### src/rtl/rsa_pkg.sv
// rtl/rsa_pkg.sv - shared types and sizing helpers for the RSA modular-exponentiation engine
package rsa_pkg;

    typedef enum logic [2:0] {
        IDLE,
        REDUCE,
        SQUARE,
        MULT,
        DONE
    } mod_exp_state_t;

    function automatic int key_width(input int bytes);
        return 8 * bytes;
    endfunction

    localparam int DEFAULT_KEY_BYTES = 4;
    localparam int DEFAULT_W         = key_width(DEFAULT_KEY_BYTES);
    // Cycles spent in each multiply state: start issue, W iterations, done cycle
    localparam int MULT_CYCLES       = DEFAULT_W + 2;

endpackage

### src/rtl/mod_exp_if.sv
// rtl/mod_exp_if.sv - operand/result bundle between the UART deserializer, mod_exp and the TX serializer
interface mod_exp_if
    import rsa_pkg::*;
#(
    parameter int MSG_BYTES = 2,
    parameter int KEY_BYTES = 4
);
    localparam int W = key_width(KEY_BYTES);

    logic                     valid_in;
    logic [8*MSG_BYTES-1:0]   message_in;
    logic [W-1:0]             exponent_in;
    logic [W-1:0]             modulus_in;
    logic                     busy_out;
    logic                     valid_out;
    logic [W-1:0]             result_out;
    logic                     error_out;

    modport master (
        output valid_in, message_in, exponent_in, modulus_in,
        input  busy_out, valid_out, result_out, error_out
    );

    modport slave (
        input  valid_in, message_in, exponent_in, modulus_in,
        output busy_out, valid_out, result_out, error_out
    );

endinterface

### src/rtl/mod_mult.sv
// rtl/mod_mult.sv - interleaved shift-add modular multiplier, product = a*b mod n in W+1 cycles
module mod_mult #(
    parameter int W = 32
) (
    input  logic         clk_in,
    input  logic         rst_in,
    input  logic         start_in,
    input  logic [W-1:0] a_in,
    input  logic [W-1:0] b_in,
    input  logic [W-1:0] n_in,
    output logic         done_out,
    output logic [W-1:0] product_out
);
    localparam int CW = $clog2(W);

    logic [W-1:0]  a_r;
    logic [W-1:0]  b_r;
    logic [W-1:0]  n_r;
    logic [W-1:0]  p;
    logic [CW-1:0] j;
    logic          running;

    // Partial sum is at most 2(n-1) + (n-1) < 3n, so two subtractions restore p < n
    logic [W+1:0] sum;
    logic [W+1:0] sub1;
    logic [W+1:0] step;

    always_comb begin
        sum  = {1'b0, p, 1'b0} + (a_r[j] ? {2'b00, b_r} : {(W+2){1'b0}});
        sub1 = (sum  >= {2'b00, n_r}) ? sum  - {2'b00, n_r} : sum;
        step = (sub1 >= {2'b00, n_r}) ? sub1 - {2'b00, n_r} : sub1;
    end

    always_ff @(posedge clk_in) begin
        if (rst_in) begin
            a_r      <= '0;
            b_r      <= '0;
            n_r      <= '0;
            p        <= '0;
            j        <= '0;
            running  <= 1'b0;
            done_out <= 1'b0;
        end else begin
            done_out <= 1'b0;
            if (start_in) begin
                a_r     <= a_in;
                b_r     <= b_in;
                n_r     <= n_in;
                p       <= '0;
                j       <= CW'(W - 1);
                running <= 1'b1;
            end else if (running) begin
                p <= step[W-1:0];
                if (j == '0) begin
                    running  <= 1'b0;
                    done_out <= 1'b1;
                end else begin
                    j <= j - 1'b1;
                end
            end
        end
    end

    assign product_out = p;

endmodule

### src/rtl/mod_exp.sv
// rtl/mod_exp.sv - constant-time left-to-right square-and-multiply engine: result = message^exponent mod modulus
module mod_exp
    import rsa_pkg::*;
#(
    parameter int MSG_BYTES = 2,
    parameter int KEY_BYTES = 4
) (
    input  logic      clk_in,
    input  logic      rst_in,
    mod_exp_if.slave  bus
);
    localparam int W  = key_width(KEY_BYTES);
    localparam int IW = $clog2(W);

    if (MSG_BYTES > KEY_BYTES) begin : g_bad_widths
        $error("mod_exp: MSG_BYTES must not exceed KEY_BYTES");
    end

    mod_exp_state_t state;
    logic [W-1:0]   msg_r;
    logic [W-1:0]   exp_r;
    logic [W-1:0]   mod_r;
    logic [W-1:0]   acc;
    logic [W-1:0]   base;
    logic [IW-1:0]  idx;
    logic           start;
    logic           err_pend;
    logic           busy;
    logic           valid_o;
    logic [W-1:0]   result;
    logic           error;

    logic           mult_done;
    logic [W-1:0]   mult_a;
    logic [W-1:0]   mult_b;
    logic [W-1:0]   mult_p;

    // Multiplier operands follow the state; the multiplier latches them one cycle after entry
    always_comb begin
        mult_a = acc;
        mult_b = acc;
        if (state == REDUCE) begin
            mult_a = msg_r;
            mult_b = W'(1);
        end else if (state == MULT) begin
            mult_b = base;
        end
    end

    mod_mult #(.W(W)) u_mult (
        .clk_in      (clk_in),
        .rst_in      (rst_in),
        .start_in    (start),
        .a_in        (mult_a),
        .b_in        (mult_b),
        .n_in        (mod_r),
        .done_out    (mult_done),
        .product_out (mult_p)
    );

    always_ff @(posedge clk_in) begin
        if (rst_in) begin
            state    <= IDLE;
            msg_r    <= '0;
            exp_r    <= '0;
            mod_r    <= '0;
            acc      <= '0;
            base     <= '0;
            idx      <= '0;
            start    <= 1'b0;
            err_pend <= 1'b0;
            busy     <= 1'b0;
            valid_o  <= 1'b0;
            result   <= '0;
            error    <= 1'b0;
        end else begin
            start   <= 1'b0;
            valid_o <= 1'b0;
            case (state)
                IDLE: begin
                    // busy still high here means this is the valid_out cycle: not yet accepting
                    busy <= 1'b0;
                    if (bus.valid_in && !busy) begin
                        busy  <= 1'b1;
                        msg_r <= W'(bus.message_in);
                        exp_r <= bus.exponent_in;
                        mod_r <= bus.modulus_in;
                        idx   <= IW'(W - 1);
                        if (bus.modulus_in == '0) begin
                            acc      <= '0;
                            err_pend <= 1'b1;
                            state    <= DONE;
                        end else begin
                            acc      <= W'(1);
                            err_pend <= 1'b0;
                            start    <= 1'b1;
                            state    <= REDUCE;
                        end
                    end
                end
                REDUCE: begin
                    if (mult_done) begin
                        base  <= mult_p;
                        acc   <= (mod_r == W'(1)) ? '0 : W'(1);
                        start <= 1'b1;
                        state <= SQUARE;
                    end
                end
                SQUARE: begin
                    if (mult_done) begin
                        acc   <= mult_p;
                        start <= 1'b1;
                        state <= MULT;
                    end
                end
                MULT: begin
                    if (mult_done) begin
                        if (exp_r[idx]) begin
                            acc <= mult_p;
                        end
                        if (idx == '0) begin
                            state <= DONE;
                        end else begin
                            idx   <= idx - 1'b1;
                            start <= 1'b1;
                            state <= SQUARE;
                        end
                    end
                end
                DONE: begin
                    result  <= acc;
                    error   <= err_pend;
                    valid_o <= 1'b1;
                    state   <= IDLE;
                end
                default: state <= IDLE;
            endcase
        end
    end

    assign bus.busy_out   = busy;
    assign bus.valid_out  = valid_o;
    assign bus.result_out = result;
    assign bus.error_out  = error;

endmodule
### src/flat_wrapper.sv
// flat-port wrapper written by rule: the top's interface ports become plain ports
module mod_exp_flat import rsa_pkg::*;
#(
    parameter int MSG_BYTES = 2,
    parameter int KEY_BYTES = 4
)
  (clk_in, rst_in, bus_valid_in, bus_message_in, bus_exponent_in, bus_modulus_in, bus_busy_out, bus_valid_out, bus_result_out, bus_error_out);
  mod_exp_if #(.MSG_BYTES(MSG_BYTES), .KEY_BYTES(KEY_BYTES)) bus_i ();
  input  logic clk_in;
  input  logic rst_in;
  input wire logic [$bits(bus_i.valid_in)-1:0] bus_valid_in;
  input wire logic [$bits(bus_i.message_in)-1:0] bus_message_in;
  input wire logic [$bits(bus_i.exponent_in)-1:0] bus_exponent_in;
  input wire logic [$bits(bus_i.modulus_in)-1:0] bus_modulus_in;
  output wire logic [$bits(bus_i.busy_out)-1:0] bus_busy_out;
  output wire logic [$bits(bus_i.valid_out)-1:0] bus_valid_out;
  output wire logic [$bits(bus_i.result_out)-1:0] bus_result_out;
  output wire logic [$bits(bus_i.error_out)-1:0] bus_error_out;
  assign bus_i.valid_in = bus_valid_in;
  assign bus_i.message_in = bus_message_in;
  assign bus_i.exponent_in = bus_exponent_in;
  assign bus_i.modulus_in = bus_modulus_in;
  assign bus_busy_out = bus_i.busy_out;
  assign bus_valid_out = bus_i.valid_out;
  assign bus_result_out = bus_i.result_out;
  assign bus_error_out = bus_i.error_out;
  mod_exp #(.MSG_BYTES(MSG_BYTES), .KEY_BYTES(KEY_BYTES)) u_core (.clk_in(clk_in), .rst_in(rst_in), .bus(bus_i));
endmodule
### config.mk
export PLATFORM = sky130hd
export DESIGN_NAME = mod_exp_flat
export DESIGN_NICKNAME = d
export VERILOG_FILES = /design/src/rtl/rsa_pkg.sv /design/src/rtl/mod_exp_if.sv /design/src/rtl/mod_mult.sv /design/src/rtl/mod_exp.sv /design/src/flat_wrapper.sv
export SDC_FILE = /design/constraint.sdc
export NUM_CORES = 1
export LEC_CHECK = 0
export ABC_AREA = 0
export CAP_MARGIN = 20
export CORE_MARGIN = 3
export CORE_UTILIZATION = 42
export CTS_CLUSTER_SIZE = 30
export DETAILED_ROUTE_END_ITERATION = 6
export HOLD_SLACK_MARGIN = 0.06
export MAX_ROUTING_LAYER = met4
export PLACE_DENSITY = 0.71
export SYNTH_ARGS = -nofsm -noshare
export SYNTH_HDL_FRONTEND = slang
export SYNTH_SLANG_ARGS = --single-unit
export TNS_END_PERCENT = 10
### constraint.sdc
create_clock -name clk_in -period 12.8 [get_ports clk_in]
set_input_delay 2.56 -clock clk_in [delete_from_list [all_inputs] [get_ports clk_in]]
set_output_delay 2.56 -clock clk_in [all_outputs]
set_load 0.1 [all_outputs]
==> summary.txt, run 1 <==
Status
  • Outcome: finished, final reports clean

STA
  • Slew headroom: 28.0%
  • Count of pins over their slew limit: 0
  • Period minus WS final: 11,070 ps
  • Slew at the pin closest to its max-slew limit: 1080 ps
  • Unrepaired setup endpoints after global routing: false
  • Setup TNS: 0 ps
  • Hold Fails Final Rpt: 0
  • Fin Clk Skew: 16.6 ps
  • FMAX: 90.3 MHz
  • Period Utilization, post-route: 86.5%
  • Setup violations, final: 0

Global route
  • Vias in the first global route: approximately 16,000
  • First-pass GRT wire length: 83,900 um
  • Largest net degree at the start of global routing: 98
  • GRT overflow: 0
  • Gr usage total: 22.6%
  • Initial antenna violation count: 0

Synthesis
  • Synth area leaders: dfxtp_1 (35%), nand2_1 (8.7%), a21oi_1 (8.6%), ha_1 (6.6%), mux2i_1 (5.8%)
  • Synth cell types: 82
  • Cell count after synthesis: 2,278
  • Ys flop type: dfxtp_1
  • Post-synth top area share: 35.2%
  • Yosys top cell by area: dfxtp_1
  • Post-Syn Area per Cell: roughly 8.1 um^2
  • Post-synthesis net count: around 2,500
  • Post-synth top cells: nand2_1 (429), dfxtp_1 (324), a21oi_1 (317)
  • Post-Syn Area: 18,400 um^2
  • Top-count cell post-synth: nand2_1
  • Sequential area share after synthesis: 35.2%
  • Ys Warns: 0
  • Post-synth EDFFs: 0
  • Register bit total from synthesis: 324
  • Async S/R FF share, synth: 0%

Finish
  • Layout area overhead: 14.6%
  • Post-layout net count: 2,500
  • Final Non-Filler Cells: 2,927
  • ANT cells: 0
  • Layout cells sized above 1: 6.96%
  • Utilization after layout: 48.8%

Clock network
  • Postcts setup bufs: 0
  • Clock Pin Slew Worst Setup and Hold Paths: about 60 ps
  • Htree depth: 2
  • CTS tree: built
  • CTS Buf Count: 36
  • Worst-Skew Late Latency: 550 ps
  • Root Driver: clkbuf_16
  • Longest Clk Path Bufs: 3
  • Clk sinks: 324
  • Post-CTS Hold Buffers: 0
  • CTS resizes: 0

Place
  • Post-Place Cells: 2,861
  • Post-DP HPWL: 38,900 um
  • Routability cong.: 0.965
  • Port bufs: 117

Detailed routing
  • Routed wire length: 52,500 um
  • Antenna Nets Post-Route: 0
  • Vias post-DR: ~17,000
  • Residual DRC count: 0
  • Via-to-Cell Ratio: 5.65
  • Detailed Route Iter0 Violations: 1,033
  • WL/cell: 17.9 um
  • Pre-Repair DR Iteration Count: 5

Die
  • Initial Util: 42.6%
  • Die area: roughly 46,000 um^2
  • Std-Cell Rows: 76
  • Die span in x: between 200 and 250 um
  • Vert. Die Dim: 216 um
  • Core Footprint: 43,300 um^2
  • IO Pins: 118

Setup path
  • Critical Path End Type: flop
  • Worst path slowest cell: mux2i_2
  • CP max FO: 37
  • CP arrival: 11,540 ps
  • Worst Path Required: around 13,000 ps
  • CP Class: flop to flop
  • Startpoint types: flop
  • Crit-path max cell delay: 700 ps

Hold path
  • Worst min path class: flop to flop

Power and ir drop
  • Leak pwr: 7.75 nW
  • VDD IR max: 0.000357 V
  • Pwr dens: 265 nW/um^2

Run
  • Max-Cap Viols: 0
==> layout make-up <==
type                    instances  area, um^2
well taps                     585         732
repair buffers                136        1370
inverters                      62         233
clock inverters                12        98.8
flip-flops and latches        324        6490
fillers                      4155       22100
multi-input cells            1756       11200
clock buffers                  52        1050
==> metrics by stage <==
stage                     hold WS (ps)  power (mW)  area, um^2  setup slack [ps]
after floorplan                    417        3.95       18400              3810
after global placement             431        4.51       19900              2110
after detailed placement           435        4.53       19900              1820
after CTS                          449        5.56       21100              1740
after global routing               467        5.99       21100              1020
final                              446        5.59       21100              1730
==> critical path: cells and delay by family, from the launching register on <==
family	cells	cell delay, ps
compound gates	16	3770
xor+xnor	1	240
fa+ha+maj	5	1460
buf+inv	2	510
flops	1	660
mux	4	2120
simple gates	8	2150
==> per-layer routing <==
metal / up-vias / track usage [%] / routed length, um
met2: 433 / 36.6 / 24500
met3: 113 / 3.46 / 2720
met4: 0 / 7.20 / 1710
met1: 7886 / 29.1 / 23600
li1: 8115 / - / -
met5: - / - / 0
==> flip-flops by register name, indices dropped and copies added, names as in the netlist, 32 cells and up <==
register and cells:
u_core.base 32, u_core.mod_r 32, u_core.u_mult.a_r 32, u_core.exp_r 32
u_core.bus.result_out 32, u_core.u_mult.b_r 32, u_core.u_mult.product_out 32, u_core.u_mult.n_r 32
u_core.acc 32
==> path summary, 6_finish.rpt <==
check | cells after the start | slack [ps] | end | start
max | 36 | 1730 | u_core.u_mult.product_out[29] | u_core.u_mult.j[0]
min | 2 | 450 | u_core.u_mult.b_r[9] | u_core.u_mult.b_r[9]
max reg2reg | 36 | 1730 | u_core.u_mult.product_out[29] | u_core.u_mult.j[0]
min reg2reg | 2 | 450 | u_core.u_mult.b_r[9] | u_core.u_mult.b_r[9]
==> cells in the final DEF (no fill, tap or decap), drive strengths merged, types with 10 or more instances in the layout <==
cell	count
a211oi	33
a21o	30
a21oi	319
a22o	18
and2	10
and3	10
buf	19
clkbuf	53
clkdlybuf4s50	116
clkinv	11
dfxtp	324
ha	98
inv	61
mux2	33
mux2i	107
mux4	20
nand2	430
nand3	57
nand4	15
nor2	126
nor2b	43
nor3	24
nor4	20
o211ai	12
o21a	22
o21ai	126
or3	12
xnor2	54
xor2	29
==> cells by family (layout without fill, tap and decap cells) <==
family | Yosys count | count (layout) | synth area share, %
fa+ha+maj | 101 | 101 | 6.97
buf+inv | 198 | 262 | 4.50
flops | 324 | 324 | 35.2
xor+xnor | 83 | 83 | 3.94
mux | 160 | 160 | 10.3
compound gates | 634 | 634 | 20.5
simple gates | 778 | 778 | 18.6
==> report_power, final <==
part           internal [mW]  total, mW  switching [mW]
logic                   1.50       3.46            1.96
registers               1.06       1.11          0.0574
clock network          0.593       1.01           0.417
total                   3.15       5.59            2.44
Power figures use the tool's default switching activity.
==> run 2: changes to the inputs <==
--- a/config.mk
+++ b/config.mk
@@ -6,7 +6,7 @@
 export NUM_CORES = 1
 export LEC_CHECK = 0
 export ABC_AREA = 0
-export CAP_MARGIN = 20
+export CAP_MARGIN = 30
 export CORE_MARGIN = 3
 export CORE_UTILIZATION = 42
 export CTS_CLUSTER_SIZE = 30
==> constraint.sdc (replaced) <==
create_clock -name clk_in -period 12.2 [get_ports clk_in]
set_input_delay 2.44 -clock clk_in [delete_from_list [all_inputs] [get_ports clk_in]]
set_output_delay 2.44 -clock clk_in [all_outputs]
set_load 0.1 [all_outputs]
==> run 2 against run 1 <==
Register-to-register slack worse by 330 ps; combinational power up 6.6%; critical path type unchanged; global-route usage fell by 0.37 points; final cell count barely moved.
==> summary.txt, run 2 (synthesis gave the netlist of run 1 again) <==
Status
  • Outcome: finished, final reports clean

Detailed routing
  • Pre-Repair DR Iteration Count: 6
  • Antenna Nets Post-Route: 0
  • WL/cell: 17.7 um
  • Residual DRC count: 0
  • Via-to-Cell Ratio: ~5.6
  • Detailed Route Iter0 Violations: 983
  • Vias post-DR: between 15,000 and 20,000
  • Routed wire length: slightly above 50,000 um

Clock network
  • Post-CTS Hold Buffers: 0
  • CTS resizes: 0
  • Longest Clk Path Bufs: 3
  • CTS tree: built
  • Clk sinks: 324
  • Postcts setup bufs: 0
  • Worst-Skew Late Latency: 530 ps
  • Root Driver: clkbuf_16
  • Clock Pin Slew Worst Setup and Hold Paths: 60 ps
  • Htree depth: 2
  • CTS Buf Count: 35

Hold path
  • WHS Path Cells: 2
  • Worst min path class: flop to flop
  • Hold Path Sink: u_core.u_mult.b_r[14]
  • Hold path startpoint: u_core.u_mult.b_r[14]

Setup path
  • Startpoint types: flop
  • Critical Path End Type: flop
  • Worst Path Required: 12,580 ps
  • CP Class: flop to flop
  • Crit-path max cell delay: ~680 ps
  • CP arrival: 11,180 ps
  • Reg2reg setup slack: 1400 ps
  • Reg2Reg Depth: 35
  • R2R Path End: u_core.u_mult.product_out[5]
  • Worst path slowest cell: dfxtp_1
  • Reg-to-Reg Start: u_core.u_mult.j[0]
  • CP dominant cell by count: a21oi_1
  • CP max FO: 37

Power and ir drop
  • Pwr dens: about 280 nW/um^2
  • VDD IR max: roughly 0.00033 V
  • Leak pwr: 7.78 nW

Global route
  • First-pass GRT wire length: about 83,000 um
  • Initial antenna violation count: 1
  • Largest net degree at the start of global routing: 95
  • GRT overflow: 0
  • Vias in the first global route: 15,800
  • Gr usage total: 22.2%

Die
  • Core Footprint: 43,300 um^2
  • Initial Util: 42.6%
  • Std-Cell Rows: 76
  • IO Pins: around 120
  • Die area: ~46,000 um^2
  • Die span in x: around 220 um
  • Vert. Die Dim: around 220 um

STA
  • Fin Clk Skew: ~11 ps
  • Setup TNS: 0 ps
  • Setup violations, final: 0
  • Slew at the pin closest to its max-slew limit: 1010 ps
  • FMAX: 92.6 MHz
  • Slew headroom: 32.3%
  • Unrepaired setup endpoints after global routing: false
  • Period Utilization, post-route: 88.5%
  • Period minus WS final: 10,800 ps
  • Count of pins over their slew limit: 0
  • Hold Fails Final Rpt: 0

Finish
  • Final Cell Area: 21,200 um^2
  • Layout cells sized above 1: under 10%
  • Post-layout net count: 2,504
  • Most common library cell in the layout ignoring fill and taps: nand2_1
  • Filler cells: 4,110
  • Most frequent cells in the layout: nand2_1 (429), dfxtp_1 (322), a21oi_1 (317)
  • Layout area overhead: 15.1%

Place
  • Routability cong.: 0.964
  • Port bufs: 117
  • Post-DP HPWL: ~39,000 um
  • Post-place instance area: 20,100 um^2

Run
  • Max-Cap Viols: 0
run 2: cell count changes in the layout (fill, tap and decap cells not counted), sizes merged:
cell / previous run / this run
buf: 19 / 25
clkinv: 11 / 5
clkbuf: 53 / 48
bufinv: 1 / 3
inv: 61 / 63
clkinvlp: 1 / 2
diode: 0 / 1
run 2: how the worst max path moves through the flow:
stage                       startpoint                       endpoint  slack [ps]  cells past startpoint
detailed placement  u_core.u_mult.j[0]  u_core.u_mult.product_out[29]        1620                     36
CTS                 u_core.u_mult.j[0]  u_core.u_mult.product_out[29]        1530                     36
finish              u_core.u_mult.j[0]   u_core.u_mult.product_out[5]        1400                     35
floorplan           u_core.u_mult.j[0]   u_core.u_mult.product_out[1]        3210                     38
global placement    u_core.u_mult.j[0]  u_core.u_mult.product_out[10]        1380                     35
global route        u_core.u_mult.j[0]  u_core.u_mult.product_out[29]         700                     36
run 2: layout make-up:
type / instances / area (um^2) / area share, %
Antenna cell: 1 / 2.50 / 0.0118
Clock buffer: 48 / 1010 / 4.75
Clock inverter: 11 / 158 / 0.743
Inverter: 62 / 233 / 1.10
Multi-Input combinational cell: 1756 / 11200 / 52.6
Sequential cell: 324 / 6490 / 30.6
Tap cell: 585 / 732 / 3.45
Timing Repair Buffer: 141 / 1440 / 6.79
run 2: per-stage QoR:
step / utilization [%] / hold WS, ps / total power [mW] / setup WS [ps] / cells
floorplan: - / 417 / 4.15 / 3210 / 2278
global placement: 46.0 / 429 / 4.78 / 1380 / 2862
detailed placement: 46.3 / 434 / 4.80 / 1620 / 2868
CTS: 49.0 / 448 / 5.90 / 1530 / 2927
global route: 49.0 / 472 / 6.34 / 697 / 2928
finish: 49.0 / 447 / 5.93 / 1400 / 2928
run 2: where the power goes:
group          internal [mW]  switching, mW
sequential              1.11         0.0601
clock                  0.645          0.429
combinational           1.60           2.09
total                   3.35           2.58
run 2: critical path: cells and delay by family, from the launching register on:
kind                       cells  cell delay, ps
xor gates and xnor gates       1             210
muxes                          5            2480
buffers and inverters          2             300
DFF                            1             680
AOI/OAI and AO/OA             17            4060
and+or+nand+nor                6            1650
adders and majority gates      4            1200
run 2: layer usage:
metal | track usage [%] | wire length (um)
met1 | 29.1 | 23400
met2 | 36.3 | 24500
met4 | 6.41 | 1420
met5 | - | 0
met3 | 2.75 | 2490
==> run 3: changes to the inputs <==
--- a/config.mk
+++ b/config.mk
@@ -6,12 +6,14 @@
 export NUM_CORES = 1
 export LEC_CHECK = 0
 export ABC_AREA = 0
+export ABC_CLOCK_PERIOD_IN_PS = 12200
 export CAP_MARGIN = 30
 export CORE_MARGIN = 3
 export CORE_UTILIZATION = 42
+export CTS_BUF_LIST = sky130_fd_sc_hd__clkbuf_8
 export CTS_CLUSTER_SIZE = 30
 export DETAILED_ROUTE_END_ITERATION = 6
-export HOLD_SLACK_MARGIN = 0.06
+export HOLD_SLACK_MARGIN = 0.15
 export MAX_ROUTING_LAYER = met4
 export PLACE_DENSITY = 0.71
 export SYNTH_ARGS = -nofsm -noshare
==> run 3 against run 2 <==
Die area unchanged; sequential cell count unchanged; register-to-register slack better by 20 ps; hold slack improved by 0.58 ps.
==> summary.txt, run 3 (synthesis gave the netlist of run 1 again) <==
Status
  • Outcome: finished, final reports clean

Clock network
  • CTS resizes: 0
  • Root Driver: clkbuf_8
  • CTS Buf Count: 53
  • Postcts setup bufs: 0
  • Htree depth: 2
  • Worst-Skew Late Latency: 620 ps
  • Longest Clk Path Bufs: 3
  • Post-CTS Hold Buffers: 0
  • CTS tree: built
  • Clk sinks: ~320
  • Clock Pin Slew Worst Setup and Hold Paths: 60 ps

Finish
  • Post-layout net count: roughly 2,500
  • Most frequent cells in the layout: nand2_1 (429), dfxtp_1 (322), a21oi_1 (317)
  • Final Cell Area: between 20,000 and 25,000 um^2
  • ANT cells: 0
  • Filler cells: 4,163
  • Layout cells sized above 1: 8.01%
  • Layout area overhead: 14.6%
  • Most common library cell in the layout ignoring fill and taps: nand2_1
  • Utilization after layout: 48.8%

STA
  • Setup TNS: 0 ps
  • Slew headroom: 32.0%
  • Slew at the pin closest to its max-slew limit: between 1000 and 1500 ps
  • Period Utilization, post-route: 88.4%
  • Fin Clk Skew: 17.6 ps
  • Period minus WS final: 10,780 ps
  • Setup violations, final: 0
  • Hold Fails Final Rpt: 0
  • Count of pins over their slew limit: 0
  • Unrepaired setup endpoints after global routing: false
  • FMAX: roughly 93 MHz

Hold path
  • WHS Path Cells: 2
  • Hold path startpoint: u_core.u_mult.b_r[14]
  • Hold Path Sink: u_core.u_mult.b_r[14]
  • Worst min path class: flop to flop

Power and ir drop
  • Pwr dens: 275 nW/um^2
  • Leak pwr: 7.81 nW
  • Clock share of power: between 10% and 20%
  • Logic pwr share: about 64%
  • Cell Int Power: 3.22 mW
  • Sw Ratio: between 40 and 50%
  • Flop pwr share: between 20% and 30%
  • VDD IR max: 0.000336 V
  • Sw Pwr: about 2.6 mW

Die
  • IO Pins: 118
  • Die area: 46,500 um^2
  • Std-Cell Rows: 76
  • Core Footprint: 43,300 um^2
  • Vert. Die Dim: between 200 and 250 um
  • Initial Util: a little over two fifths
  • Die span in x: between 200 and 250 um

Global route
  • Gr usage total: 22.4%
  • First-pass GRT wire length: 83,400 um
  • Vias in the first global route: 16,100
  • GRT overflow: 0
  • Largest net degree at the start of global routing: 95
  • Initial antenna violation count: 0

Detailed routing
  • Residual DRC count: 0
  • Max layer used: met4
  • Antenna Nets Post-Route: 0
  • Routed wl met3: 2590 um
  • Met2 WL: 24,200 um
  • M1 WL: 23,600 um
  • Vias post-DR: between 15,000 and 20,000
  • Detailed Route Iter0 Violations: 1,000
  • Routed wire length: 51,900 um
  • WL/cell: 17.6 um
  • Pre-Repair DR Iteration Count: 5
  • Via-to-Cell Ratio: approximately 5.6

Setup path
  • CP delay by family, top: compound AO/OA/AOI/OAI gates
  • Startpoint types: flop
  • Crit-path max cell delay: 690 ps
  • CP arrival: roughly 11,000 ps
  • Reg2Reg Depth: 36
  • R2R Path End: u_core.u_mult.product_out[29]
  • Worst Path Required: between 10,000 and 15,000 ps
  • Crit path buf inv count: 2
  • Critical Path End Type: flop
  • Reg2reg setup slack: 1420 ps
  • CP max FO: 37
  • Worst path slowest cell: dfxtp_1
  • CP Class: flop to flop
  • Reg-to-Reg Start: u_core.u_mult.j[0]

Place
  • Post-place instance area: about 20,000 um^2
  • Port bufs: 117
  • Routability cong.: 0.964
  • Post-DP HPWL: ~39,000 um

Run
  • Max-Cap Viols: 0
[run 3: cell count changes in the layout (fill, tap and decap cells not counted), moves of 3 or more]
| cell | change |
|---|---|
| bufinv_16 | -3 |
| clkbuf_8 | +67 |
| clkbuf_16 | -37 |
| clkbuf_1 | -7 |
| inv_1 | +13 |
[run 3: worst min-delay path, delay by kind of cell, from the launching register on]
| family | cells | cell delay (ps) |
|---|---|---|
| DFF | 1 | 320 |
| AOI/OAI and AO/OA | 1 | 60 |
| and+or+nand+nor | 1 | 40 |
[run 3: worst max path at each step]
stage                                  start                             to  slack, ps  depth (start not counted)
after CTS                 u_core.u_mult.j[0]  u_core.u_mult.product_out[29]       1530                         36
after global placement    u_core.u_mult.j[0]  u_core.u_mult.product_out[10]       1380                         35
final                     u_core.u_mult.j[0]  u_core.u_mult.product_out[29]       1420                         36
after floorplan           u_core.u_mult.j[0]   u_core.u_mult.product_out[1]       3210                         38
after detailed placement  u_core.u_mult.j[0]  u_core.u_mult.product_out[29]       1620                         36
after global routing      u_core.u_mult.j[0]  u_core.u_mult.product_out[29]        700                         36
[run 3: routing by layer]
| metal | up-vias | GRT usage (%) |
|---|---|---|
| met4 | 0 | 7.42 |
| met1 | 7906 | 29.2 |
| met3 | 101 | 3.28 |
| met2 | 432 | 35.9 |
| li1 | 8158 | - |
| met5 | - | - |
[run 3: area by class of cell]
class	instances	area [um^2]	area share, %
clock buffer	71	977	4.63
clock inverter	19	98.8	0.468
inverter	62	233	1.10
multi-input combinational	1756	11200	52.8
sequential	324	6490	30.7
tap	585	732	3.46
timing repair buffer	141	1440	6.82
[run 3: power by group through the flow]
stage	Combinational, mW	Sequential, mW	Clock (mW)
floorplan	2.99	1.16	0
global placement	3.59	1.19	0
detailed placement	3.61	1.19	0
CTS	3.64	1.17	0.971
global route	4.04	1.17	1.02
finish	3.70	1.17	0.947
[run 3: stage by stage]
step	setup WS, ps	hold slack [ps]	std cells	total power [mW]
floorplan	3210	417	2278	4.15
global placement	1380	429	2862	4.78
detailed placement	1620	434	2868	4.80
CTS	1530	449	2958	5.78
global route	700	467	2958	6.23
finish	1420	448	2958	5.82
